<file path="config.mk">
export PLATFORM = sky130hd
export DESIGN_NAME = reg_write_arbiter
export DESIGN_NICKNAME = d
export VERILOG_FILES = /design/src/rtl/reg_write_arbiter_pkg.sv /design/src/rtl/reg_write_arbiter_rr_arb2.sv /design/src/rtl/reg_write_arbiter.sv
export SDC_FILE = /design/constraint.sdc
export NUM_CORES = 1
export LEC_CHECK = 0
export CORE_ASPECT_RATIO = 0.6
export CORE_MARGIN = 4
export CORE_UTILIZATION = 40
export DETAILED_ROUTE_END_ITERATION = 16
export PLACE_DENSITY = 0.78
export SLEW_MARGIN = 20
export SYNTH_ARGS = -nofsm -noshare
export SYNTH_HDL_FRONTEND = slang
export SYNTH_SLANG_ARGS = --single-unit
</file>
<file path="constraint.sdc">
create_clock -name CLK -period 1.4 [get_ports CLK]
set_input_delay 0.28 -clock CLK [delete_from_list [all_inputs] [get_ports CLK]]
set_output_delay 0.28 -clock CLK [all_outputs]
set_load 0.01 [all_outputs]
</file>
<file path="src/rtl/reg_write_arbiter_pkg.sv">
// Shared widths, FSM states and requester indices for the register-file
// write-port sequencer.
package reg_write_arbiter_pkg;

  localparam int DATA_W   = 8;
  localparam int ADDR_W   = 3;
  localparam int NUM_REGS = 1 << ADDR_W;

  localparam int PORT_ALU  = 0;
  localparam int PORT_LOAD = 1;

  typedef enum logic {
    CLEAR = 1'b0,
    RUN   = 1'b1
  } state_e;

endpackage

</file>
<file path="src/rtl/reg_write_arbiter_rr_arb2.sv">
// Two-way round-robin grant. The last_grant flop advances only when a grant
// is issued, and a grant is issued only to a valid requester.
module reg_write_arbiter_rr_arb2 (
  input  logic       clk_i,
  input  logic       rst_i,
  input  logic       en_i,
  input  logic [1:0] req_i,
  output logic [1:0] gnt_o
);

  logic last_q, last_d;

  always_comb begin
    gnt_o  = 2'b00;
    last_d = last_q;
    if (en_i) begin
      unique case (req_i)
        2'b01:   gnt_o = 2'b01;
        2'b10:   gnt_o = 2'b10;
        2'b11:   gnt_o = last_q ? 2'b01 : 2'b10;
        default: gnt_o = 2'b00;
      endcase
    end
    if (gnt_o[1]) begin
      last_d = 1'b1;
    end else if (gnt_o[0]) begin
      last_d = 1'b0;
    end
  end

  // Reset to "port 1 went last" so port 0 wins the first tie.
  always_ff @(posedge clk_i or posedge rst_i) begin
    if (rst_i) begin
      last_q <= 1'b1;
    end else begin
      last_q <= last_d;
    end
  end

endmodule

</file>
<file path="src/rtl/reg_write_arbiter.sv">
// Register-file write-port sequencer: zero-fills every register after reset,
// then round-robins the single write port between the ALU and load paths.
module reg_write_arbiter
  import reg_write_arbiter_pkg::*;
(
  input  logic              CLK,
  input  logic              RESET,
  input  logic              VALID0,
  input  logic [ADDR_W-1:0] ADDR0,
  input  logic [DATA_W-1:0] DATA0,
  output logic              READY0,
  input  logic              VALID1,
  input  logic [ADDR_W-1:0] ADDR1,
  input  logic [DATA_W-1:0] DATA1,
  output logic              READY1,
  output logic              WRITE,
  output logic [ADDR_W-1:0] INADDRESS,
  output logic [DATA_W-1:0] IN,
  output logic              INIT_DONE
);

  // One extra counter bit keeps the terminal count from aliasing to zero.
  localparam logic [ADDR_W:0] CLR_LAST = (ADDR_W+1)'(NUM_REGS - 1);
  localparam logic [ADDR_W:0] CLR_STEP = (ADDR_W+1)'(1);

  state_e            state_q, state_d;
  logic [ADDR_W:0]   clr_cnt_q, clr_cnt_d;
  logic              write_q, write_d;
  logic [ADDR_W-1:0] waddr_q, waddr_d;
  logic [DATA_W-1:0] wdata_q, wdata_d;
  logic              init_done_q, init_done_d;
  logic [1:0]        gnt;

  reg_write_arbiter_rr_arb2 u_rr_arb2 (
    .clk_i (CLK),
    .rst_i (RESET),
    .en_i  (state_q == RUN),
    .req_i ({VALID1, VALID0}),
    .gnt_o (gnt)
  );

  assign READY0 = gnt[PORT_ALU];
  assign READY1 = gnt[PORT_LOAD];

  always_comb begin
    state_d     = state_q;
    clr_cnt_d   = clr_cnt_q;
    write_d     = 1'b0;
    waddr_d     = waddr_q;
    wdata_d     = wdata_q;
    init_done_d = init_done_q;
    unique case (state_q)
      CLEAR: begin
        write_d   = 1'b1;
        waddr_d   = clr_cnt_q[ADDR_W-1:0];
        wdata_d   = '0;
        clr_cnt_d = clr_cnt_q + CLR_STEP;
        if (clr_cnt_q == CLR_LAST) begin
          state_d     = RUN;
          init_done_d = 1'b1;
        end
      end
      RUN: begin
        if (gnt[PORT_ALU]) begin
          write_d = 1'b1;
          waddr_d = ADDR0;
          wdata_d = DATA0;
        end else if (gnt[PORT_LOAD]) begin
          write_d = 1'b1;
          waddr_d = ADDR1;
          wdata_d = DATA1;
        end
      end
      default: state_d = CLEAR;
    endcase
  end

  always_ff @(posedge CLK or posedge RESET) begin
    if (RESET) begin
      state_q     <= CLEAR;
      clr_cnt_q   <= '0;
      write_q     <= 1'b0;
      waddr_q     <= '0;
      wdata_q     <= '0;
      init_done_q <= 1'b0;
    end else begin
      state_q     <= state_d;
      clr_cnt_q   <= clr_cnt_d;
      write_q     <= write_d;
      waddr_q     <= waddr_d;
      wdata_q     <= wdata_d;
      init_done_q <= init_done_d;
    end
  end

  assign WRITE     = write_q;
  assign INADDRESS = waddr_q;
  assign IN        = wdata_q;
  assign INIT_DONE = init_done_q;

endmodule

</file>
* Yosys cells after proc, flatten, opt, wreduce, memory -nomap -nowiden
Cells that the tools add are included. Widths: inputs -> output; s select.
Storage, ports and cells: register bits 19, input bits 26, output and inout bits 15, logic and storage cells 32
Operators by class: add/subtract/negate cells 1, equality and inequality tests 5, muxes and demuxes 16, bitwise logic cells 1, reductions and logical operators 2
Operators with widths (number):
- $mux 8 | 2
- $pmux 8 s2 | 1
- $mux 1 | 6
- $mux 3 | 2
- $pmux 2 s3 | 1
- $pmux 3 s2 | 1
- $add 4x1->4 const B | 1
- $eq 2x2->1 const B | 2
- $eq 4x3->1 const B | 1
- $mux 2 | 2
- $ne 3x1->1 const B | 1
- $eq 2x1->1 const B | 1
- $pmux 1 s2 | 1
- $reduce_and 2->1 | 1
- $reduce_bool 2->1 | 1
- $not 1->1 | 1

* Longest topological paths before layout
Gate-level depths: netlist of the first run.
depth after elaboration 6, depth in mapped cells 4

* Modules after synthesis
From an unflattened synthesis of the first run, not the netlist that was laid out.
Unflattened totals: cells, all modules 80, area total of the unflattened synthesis 920.9 sq um
By module, submodules not included:
- reg_write_arbiter | times used 1, cells each 70, area each 847.1 sq um
- reg_write_arbiter_rr_arb2 | times used 1, cells each 10, area each 73.8 sq um

* Worst setup path after synthesis of the first run
OpenSTA, ideal clock, no wires.
path type register to register, start register u_rr_arb2.last_q, end register waddr_q[0] (netlist: INADDRESS[0]), arrival time 1.128 ns, data required time 1.274 ns, setup slack 0.146 ns, cell stages (with the launch flop) 4, period minus slack after synthesis 1.254 ns, path through dfstp_2 -> nor2b_4 -> o221a_1 -> o32a_1
On the way: word-level cells in the longest chain between the ends 5
Ends and longest elaborated chain:
- from (decl) | line reg_write_arbiter_rr_arb2.sv:11 | logic last_q, last_d;
- from (signal assigned) | line reg_write_arbiter_rr_arb2.sv:36 | last_q <= last_d;
- $mux 2 (*) | line reg_write_arbiter_rr_arb2.sv:20 | 2'b11: gnt_o = last_q ? 2'b01 : 2'b10;
- $pmux 2 s3 (*) | line reg_write_arbiter_rr_arb2.sv:17 | unique case (req_i)
- $mux 2 (*) | line reg_write_arbiter_rr_arb2.sv:16 | if (en_i) begin
- $mux 3 | line reg_write_arbiter.sv:64 | if (gnt[PORT_ALU]) begin
- $pmux 3 s2 | line reg_write_arbiter.sv:52 | unique case (state_q)
- to (signal assigned) | line reg_write_arbiter.sv:90 | waddr_q <= waddr_d;
- to (decl) | line reg_write_arbiter.sv:29 | logic [ADDR_W-1:0] waddr_q, waddr_d;
Mark *: on every way between the ends. The rest lies on a longest branch, timed or not. A chain may end at the register's enable or synchronous reset.

* Final worst setup path of the first run
start register u_rr_arb2.last_q, end output port READY1
On the way: word-level cells in the longest chain between the ends 3
Ends and longest elaborated chain:
- $mux 2 | line reg_write_arbiter_rr_arb2.sv:20
- $pmux 2 s3 | line reg_write_arbiter_rr_arb2.sv:17
- $mux 2 | line reg_write_arbiter_rr_arb2.sv:16
- to (decl) | line reg_write_arbiter.sv:15 | output logic READY1,
No other way between the ends.

==> results.md, run 1 <==
* Fin crit period at 1430 ps
* Clk root buf: clkbuf_8
* Largest net degree at the start of global routing at 11
* Synthesis-to-layout area growth at 67.2%
* Reg2reg setup slack at 20 ps
* Status: finished, violations left
* Worst r2r path cells at 4
* Core Region at 1970 µm²
* Ant. Diodes at 0
* Routed len/inst at 16.4 µm
* Critical path arrival at 1150 ps
* Hold WC Path Type: in -> async
* H-tree Lvls at 1
* Synth Area per Inst at 12.1 µm²
* Syn Nets at 100
* Worst-Skew Late Latency at ~250 ps
* FF-to-FF Start: u_rr_arb2.last_q$_DFFE_PP1P_
* Crit path kind: reg -> out
* Die area at 3050 µm²
* RePlAce Congestion at about 0.78
* Worst path max stage delay at 580 ps
* Most frequent cells in the layout: 23 x clkdlybuf4s50_1, 18 x dfrtp_1, 15 x dlygate4sd2_1
* Reg2reg end: IN[1]$_DFFE_PP0P_
* Setup violators final at 2
* Vias after detailed routing at 831
* #FFs+latches synth at 19
* Lkg Pwr at 0.000670 µW
* WL final at 2610 µm
* Drc violations at 0
* CP required at 1120 ps
* Layout Cells excl Fill at 159
* Detailed placement HPWL at a little over 2000 µm
* CTS Buffer Depth at 2
* Unrepaired setup endpoints after global routing: yes
* CTS tree: done
* Tot GR Track Use at 18.9%
* Inserted Clock Buffers at 3
* Die Ht at between 40 and 50 µm
* Total grt overflow at 0
* Commonest non-fill, non-tap cell in the layout: clkdlybuf4s50_1
* Setup WS post-layout at -31.7 ps
* FMAX at 0.698 GHz
* Die W at 68.7 µm
* Cell family with most CP delay: flip-flops
* Worst path slowest cell: dfstp_2
* Fin Hold WS at 230 ps
* Final Core Density at 75.2%
* Crit start category: flip-flop
* DR iter-0 viols at 42
* CP bufs+invs at 1
* Share of cells above drive strength 1 at between 20% and 30%
* Clk_skew at roughly 2.4 ps
* ANT nets after route at 0
* Failing checks: setup timing
* Clk pin slew, worst setup/hold paths at 70 ps
* Register area share after synthesis at approximately 54%
* Row count at 12
* Mapped Cells at 73
* First-pass DRT Iterations at 4
* Crit-path max FO at 3
* First-pass GRT wire length at 4130 µm
* Power Density at 889 nW/µm²
* Sink Count at 19
* CP cell instances: a21bo_4, nor2_4, buf_6
* Number of max-cap violations at 0
* Synth Cell Area at 885 µm²
* Placed insts at 153
* Warnings, synthesis at 0
* Initial antenna violation count at 0
* Final period util at 102%
* Final hold vios at 0
* Fillers at 150
* IO Pins at between 40 and 50
* Area after DPL at about 1400 µm²
* Vias in the first global route at around 850
* Initial core utilization at ~45%
* # hold bufs at CTS at 0
* Worst VDD drop at between 0.8 and 0.9 mV
* Pins Over Slew Limit at 0
* Cell variety after synth at 26
* DR vias/cell at 5.23
* Port bufs at 40
* Setup crit end kind: output pin
* Nets at 159
* Worst Max-Slew Pin Slew at around 260 ps
* Max-slew headroom at 82.6%
* Post-route cell area at 1480 µm²
[how the worst max path moves through the flow]
stage	end	cells past startpoint	startpoint	slack (ps)
after detailed placement	READY1	4	VALID1	-560
after CTS	READY1	3	u_rr_arb2.last_q$_DFFE_PP1P_	-30
after global routing	READY1	3	u_rr_arb2.last_q$_DFFE_PP1P_	-60
final	READY1	3	u_rr_arb2.last_q$_DFFE_PP1P_	-30
after global placement	READY1	4	VALID1	-530
after floorplan	INADDRESS[0]$_DFFE_PP0P_	3	u_rr_arb2.last_q$_DFFE_PP1P_	150
[routing by layer]
layer | track usage, % | part of all wire [%] | vias up
met5 | 0 | 0 | -
met4 | 4.65 | 1.8 | 0
met3 | 7.36 | 10 | 4
met2 | 31.1 | 46 | 46
met1 | 23.4 | 42 | 394
li1 | - | - | 387
[layout make-up]
class	instances	area, µm²	area share [%]
repair buffers	55	504	34.1
multi-input cells	47	395	26.7
well taps	28	35.0	2.37
inverters	6	22.5	1.52
flip-flops and latches	19	477	32.2
clock buffers	4	45.0	3.05
[timing repair]
item                       CTS  global route
setup buffers                1             1
setup endpoints to repair   24             8
pin swaps                    5             5
gates resized for setup     26             4
[synth_stat cells, drive strengths merged]
cell type | count | area [µm²]
a2bb2oi | 2 | 17.5
nor3b | 2 | 20.0
o221ai | 1 | 8.76
nor2b | 4 | 32.5
nand2 | 5 | 18.8
xnor2 | 3 | 26.3
dfrtp | 18 | 450
a21o | 2 | 15.0
dfstp | 1 | 26.3
mux2 | 1 | 11.3
nand3 | 1 | 5.00
o32a | 2 | 20.0
ha | 1 | 12.5
a31oi | 1 | 6.26
and2 | 8 | 50.1
a21bo | 1 | 10.0
inv | 6 | 22.5
buf | 1 | 7.51
or2b | 1 | 7.51
a221o | 8 | 80.1
o211ai | 1 | 7.51
nor2 | 2 | 17.5
o221a | 1 | 11.3
[metrics by stage]
step / setup slack [ps] / power, µW / setup TNS [ps]
after global placement: -529 / 955 / -4110
after global routing: -64.5 / 1380 / -124
after detailed placement: -556 / 960 / -4470
final: -31.7 / 1310 / -35.5
after CTS: -28.7 / 1300 / -42.7
after floorplan: 146 / 742 / 0
[power breakdown]
part	internal (µW)	switching (µW)
combinational	195	127
sequential	593	25.1
clock	202	172
total	991	323
[kinds of logic after synthesis]
| kind of cell | count (synthesis) | synth area share, % |
|---|---|---|
| AO/OA/AOI/OAI | 19 | 19.9 |
| XOR/XNOR | 3 | 2.97 |
| flip-flops | 19 | 53.9 |
| multiplexers | 1 | 1.27 |
| AND/OR/NAND/NOR | 23 | 17.1 |
| buffers and inverters | 7 | 3.39 |
| adder cells (fa/ha/maj) | 1 | 1.41 |
[state kept, by name, indices dropped and copies added (netlist names)]
register,flops
IN,8
clr_cnt_q,4
INADDRESS,3
INIT_DONE,1
WRITE,1
state_q,1
u_rr_arb2.last_q,1
Note: power is estimated with default switching activity, not from simulation.
==> run 2, diff against run 1 <==
--- a/config.mk
+++ b/config.mk
@@ -10,7 +10,9 @@
 export CORE_UTILIZATION = 40
 export DETAILED_ROUTE_END_ITERATION = 16
 export PLACE_DENSITY = 0.78
+export SETUP_SLACK_MARGIN = 0.02
 export SLEW_MARGIN = 20
 export SYNTH_ARGS = -nofsm -noshare
 export SYNTH_HDL_FRONTEND = slang
 export SYNTH_SLANG_ARGS = --single-unit
+export TNS_END_PERCENT = 100
==> results.md, run 2 (synthesis gave the netlist of run 1 again) <==
* Status: finished, violations left
* Failing checks: setup timing
* Setup WS post-layout at -29.9 ps (+1.86 ps)
* Max-slew headroom at 82.6% (about the same)
* Crit-path max FO at 3 (unchanged)
* Unrepaired setup endpoints after global routing: yes
* Drc violations at 0 (unchanged)
* Total grt overflow at 0 (unchanged)
* Vias in the first global route at 853 (+0.24%)
* Row count at 12 (unchanged)
* Die area at 3050 µm² (unchanged)
* Sink Count at 19 (unchanged)
* FF-to-FF Start: u_rr_arb2.last_q$_DFFE_PP1P_
* Nets at 159 (unchanged)
* Pwr Total at 1310 µW (about the same)
* Pins Over Slew Limit at 0 (unchanged)
* Worst VDD drop at 0.812 mV (+0.13%)
* Clk_skew at 2.62 ps (+0.245 ps)
* DR iter-0 viols at 34 (-19%)
* Total negative setup slack at -31.8 ps (+3.78 ps)
* Detailed placement HPWL at 2050 µm (unchanged)
* Critical path arrival at 1150 ps (about the same)
* Flop pwr share at 47.1% (about the same)
* Power Density at 888 nW/µm² (about the same)
* FMAX at 0.699 GHz (+0.13%)
* Routed len/inst at 16.5 µm (+0.61%)
* Tot GR Track Use at 18.9% (unchanged)
* First-pass GRT wire length at 4130 µm (unchanged)
* Sw Ratio at 24.6% (-0.038 points)
* Lkg Pwr at 0.000670 µW (about the same)
* Crit path kind: reg -> out
* Ant. Diodes at 0 (unchanged)
* Hold WC Path Type: in -> async
* Worst-Skew Late Latency at 250 ps (about the same)
* H-tree Lvls at 1 (unchanged)
* Commonest non-fill, non-tap cell in the layout: clkdlybuf4s50_1
* Worst slack, placed at -556 ps (unchanged)
* Pint at 991 µW (about the same)
* Final hold vios at 0 (unchanged)
* Combinational Power Share at 24.6% (about the same)
* Port bufs at 40 (unchanged)
* Synthesis-to-layout area growth at 67.2% (unchanged)
* WL final at 2620 µm (+0.61%)
* CTS Buffer Depth at 2 (unchanged)
* Number of max-cap violations at 0 (unchanged)
* Worst r2r path cells at 4 (unchanged)
* Clk root buf: clkbuf_8
* Clk pin slew, worst setup/hold paths at 70 ps (about the same)
* IO Pins at 41 (unchanged)
* Worst Max-Slew Pin Slew at 260 ps (-0.907 ps)
* Setup violators final at 2 (unchanged)
* Inserted Clock Buffers at 3 (unchanged)
* Vias after detailed routing at 817 (-1.7%)
* Fin crit period at 1430 ps (-1.86 ps)
* CP required at 1120 ps (about the same)
* CTS tree: done
* First-pass DRT Iterations at 4 (unchanged)
* Reg2reg setup slack at 20 ps (about the same)
* Most frequent cells in the layout: 23 x clkdlybuf4s50_1, 18 x dfrtp_1, 15 x dlygate4sd2_1
* ANT nets after route at 0 (unchanged)
* Max reg flops at 8 (unchanged)
* Share of cells above drive strength 1 at 21.4% (unchanged)
* Clock Power Share at 28.3% (about the same)
* Initial antenna violation count at 0 (unchanged)
* Setup crit end kind: output pin
* Reg2reg end: INADDRESS[0]$_DFFE_PP0P_
* Die W at 68.7 µm (unchanged)
* Crit start category: flip-flop
* Largest net degree at the start of global routing at 11 (unchanged)
* Net switching power at 323 µW (-0.22%)
* DR vias/cell at 5.14 (-1.7%)
* Initial core utilization at 45.0% (unchanged)
* Core Region at 1970 µm² (unchanged)
* Final period util at 102% (-0.13 points)
* Die Ht at 44.4 µm (unchanged)
* RePlAce Congestion at 0.784 (unchanged)
[run 2: cell counts in the layout (fill, tap and decap cells not counted)]
No cell type changed its count.
[run 2: final cells by class]
class | instances | area [µm²]
well taps | 28 | 35.0
clock buffers | 4 | 45.0
multi-input cells | 47 | 395
repair buffers | 55 | 504
inverters | 6 | 22.5
flip-flops and latches | 19 | 477
fillers | 150 | 488
[run 2: layer usage]
layer	wire, µm	part of all wire (%)	global-route usage (%)	vias to the layer above
met5	0	0	0	-
met4	61	2.3	4.65	0
met3	212	8.1	7.36	6
met2	1190	45	31.1	30
met1	1160	44	23.4	396
li1	-	-	-	385
[run 2: stage by stage]
step / util, % / hold WS [ps] / instances / instance area, µm²
finish: 75.2 / 232 / 159 / 1480
global placement: 71.7 / 443 / 153 / 1410
CTS: 73.9 / 235 / 158 / 1450
global route: 75.2 / 255 / 159 / 1480
detailed placement: 71.7 / 466 / 153 / 1410
floorplan: - / 230 / 73 / 885
[run 2: worst max-delay path, cell delays in order (launching register included)]
cell	delay, ps
dfstp_2	580
a21bo_4	160
nor2_4	40
buf_6	120
[run 2: what timing repair did]
action	4_1_cts	5_1_grt
gates cloned	0	0
setup buffers	1	1
gates resized for setup	27	3
hold buffers	0	0
setup endpoints to repair	24	10
pin swaps	6	6
[run 2: worst max path at each step]
stage | end | slack [ps] | from
6_report | READY1 | -30 | u_rr_arb2.last_q$_DFFE_PP1P_
5_1_grt | READY1 | -60 | u_rr_arb2.last_q$_DFFE_PP1P_
4_1_cts | READY1 | -30 | u_rr_arb2.last_q$_DFFE_PP1P_
3_5_place_dp | READY1 | -560 | VALID1
3_3_place_gp | READY1 | -530 | VALID1
2_1_floorplan | INADDRESS[0]$_DFFE_PP0P_ | 150 | u_rr_arb2.last_q$_DFFE_PP1P_
[run 2: power groups by stage]
stage	combinational [µW]	clock [µW]	sequential [µW]
after floorplan	98.6	0	643
after global placement	329	0	626
after detailed placement	332	0	628
after CTS	312	376	618
after global routing	347	412	622
final	323	372	619
==> run 3, diff against run 2 <==
--- a/config.mk
+++ b/config.mk
@@ -5,7 +5,6 @@
 export SDC_FILE = /design/constraint.sdc
 export NUM_CORES = 1
 export LEC_CHECK = 0
-export CORE_ASPECT_RATIO = 0.6
 export CORE_MARGIN = 4
 export CORE_UTILIZATION = 40
 export DETAILED_ROUTE_END_ITERATION = 16
==> results.md, run 3 (synthesis gave the netlist of run 1 again) <==
* Status: finished, violations left
* Failing checks: setup timing
* Setup WS post-layout at -52.4 ps (-22.5 ps)
* Largest net degree at the start of global routing at 20 (+9)
* Commonest non-fill, non-tap cell in the layout: clkdlybuf4s50_1
* CP cell instances: a21bo_4, nor2_4, buf_6
* Crit-path max FO at 3 (unchanged)
* Clk pin slew, worst setup/hold paths at 100 ps (+30 ps)
* Worst-Skew Late Latency at 290 ps (+40 ps)
* Max reg flops at 8 (unchanged)
* Nets at 163 (+2.5%)
* Clk root buf: clkbuf_4
* Core Region at 2020 µm² (+2.8%)
* Most frequent cells in the layout: 23 x clkdlybuf4s50_1, 17 x dfrtp_1, 16 x buf_4
* Post-route cell area at 1500 µm² (+1.1%)
* Routed len/inst at 14.1 µm (-15%)
* Lkg Pwr at 0.000685 µW (+2.2%)
* Critical path arrival at 1170 ps (+20 ps)
* Sink Count at 19 (unchanged)
* Pwr Total at 1190 µW (-9.1%)
* Die area at 3030 µm² (-0.81%)
* Row count at 16 (+4)
* WL final at 2280 µm (-13%)
* Pins Over Slew Limit at 0 (unchanged)
* Final hold vios at 0 (unchanged)
* Fin crit period at 1450 ps (+22.5 ps)
* Worst path max stage delay at 590 ps (about the same)
* Inserted Clock Buffers at 3 (unchanged)
* Crit start category: flip-flop
* First-pass DRT Iterations at 4 (unchanged)
* Vias in the first global route at 757 (-11%)
* IO Pins at 41 (unchanged)
* CTS Buffer Depth at 2 (unchanged)
* Die W at 55.0 µm (-20%)
* RePlAce Congestion at 0.788 (+0.51%)
* Setup crit end kind: output pin
* CP required at 1120 ps (about the same)
* Crit path kind: reg -> out
* CTS tree: done
* Detailed placement HPWL at 1660 µm (-19%)
* ANT nets after route at 0 (unchanged)
* # hold bufs at CTS at 0 (unchanged)
* Worst path slowest cell: dfstp_2
* Initial antenna violation count at 0 (unchanged)
* Setup violators final at 2 (unchanged)
* Max-slew headroom at 83.6% (+1.0 points)
* Area after DPL at 1410 µm² (about the same)
* Power Density at 799 nW/µm² (-10%)
* Ant. Diodes at 0 (unchanged)
* Hold WC Path Type: in -> async
* Worst slack, placed at -556 ps (+0.341 ps)
* H-tree Lvls at 1 (unchanged)
* DR vias/cell at 5.02 (-2.2%)
* Worst VDD drop at 0.654 mV (-19%)
* Unrepaired setup endpoints after global routing: yes
* Drc violations at 0 (unchanged)
* FMAX at 0.689 GHz (-1.6%)
* First-pass GRT wire length at 3220 µm (-22%)
* Synthesis-to-layout area growth at 69.0%
* Number of max-cap violations at 0 (unchanged)
* Total grt overflow at 0 (unchanged)
* Die Ht at 55.0 µm (+24%)
* DR iter-0 viols at 5 (-85%)
* Clk_skew at 4.03 ps (+1.41 ps)
* Port bufs at 40 (unchanged)
* Cell family with most CP delay: flip-flops
* Worst Max-Slew Pin Slew at 245 ps (-15.1 ps)
* Vias after detailed routing at 814 (-0.37%)
* Share of cells above drive strength 1 at 27.4% (+6.0 points)
* Final period util at 104% (+1.6 points)
* Initial core utilization at 43.7% (-1.2 points)
* CP bufs+invs at 1 (unchanged)
* Tot GR Track Use at 15.1% (-3.8 points)
-- run 3: cell count changes in the layout (fill, tap and decap cells not counted) --
cell       before  now
and2_4          0    5
nor2_2          0    1
a2bb2oi_2       1    0
nor3b_4         0    1
a2bb2oi_1       1    2
dfrtp_1        18   17
nor3b_2         1    0
and2_1          8    3
clkbuf_8        3    0
dfrtp_2         0    1
clkbuf_4        0    3
buf_4          13   16
buf_2           0    1
nor2_4          2    1
-- run 3: layout make-up --
class,count,area (µm²)
repair buffers,59,532
inverters,6,22.5
flip-flops and latches,19,478
clock buffers,4,26.3
multi-input cells,47,403
fillers,148,527
well taps,27,33.8
-- run 3: what timing repair did --
item	CTS	global route
gates resized for setup	33	3
setup endpoints to repair	24	11
pin swaps	5	3
buffers inserted	2	5
-- run 3: final timing paths --
| check | start | endpoint | slack [ps] | cells past startpoint |
|---|---|---|---|---|
| max in group asynchronous | RESET | u_rr_arb2.last_q$_DFFE_PP1P_ | 850 | 3 |
| max | u_rr_arb2.last_q$_DFFE_PP1P_ | READY1 | -50 | 3 |
| max reg2reg | u_rr_arb2.last_q$_DFFE_PP1P_ | IN[5]$_DFFE_PP0P_ | 10 | 4 |
| min | RESET | IN[6]$_DFFE_PP0P_ | 290 | 3 |
| min reg2reg | INIT_DONE$_DFFE_PP0P_ | INIT_DONE$_DFFE_PP0P_ | 460 | 1 |
| min in group CLK | INIT_DONE$_DFFE_PP0P_ | INIT_DONE$_DFFE_PP0P_ | 460 | 1 |
-- run 3: worst min-delay path, stage by stage --
cell and delay (ps):
clkdlybuf4s50_1 390, inv_1 50, buf_4 240
-- run 3: metrics by stage --
step / utilization [%] / hold WS [ps] / TNS [ps] / cells
floorplan: - / 230 / 0 / 73
global placement: 69.7 / 438 / -3700 / 152
detailed placement: 69.7 / 446 / -3900 / 152
CTS: 72.3 / 289 / -123 / 158
global route: 73.9 / 301 / -330 / 162
finish: 73.9 / 288 / -105 / 162
-- run 3: layer usage --
metal  share of wire (%)  track usage (%)  up-vias  wire length, µm
met5                   0                0        -                0
li1                    -                -      392                -
met2                  47             24.8       37             1060
met3                  10             4.56        4              234
met1                  42             18.4      381              959
met4                 1.1             6.07        0               24
-- run 3: where the power goes --
part / internal (µW) / switching (µW) / total [µW] / leakage (µW)
registers: 593 / 23.7 / 616 / 0.000220
clock network: 111 / 159 / 270 / 0.0000150
logic: 191 / 117 / 308 / 0.000450
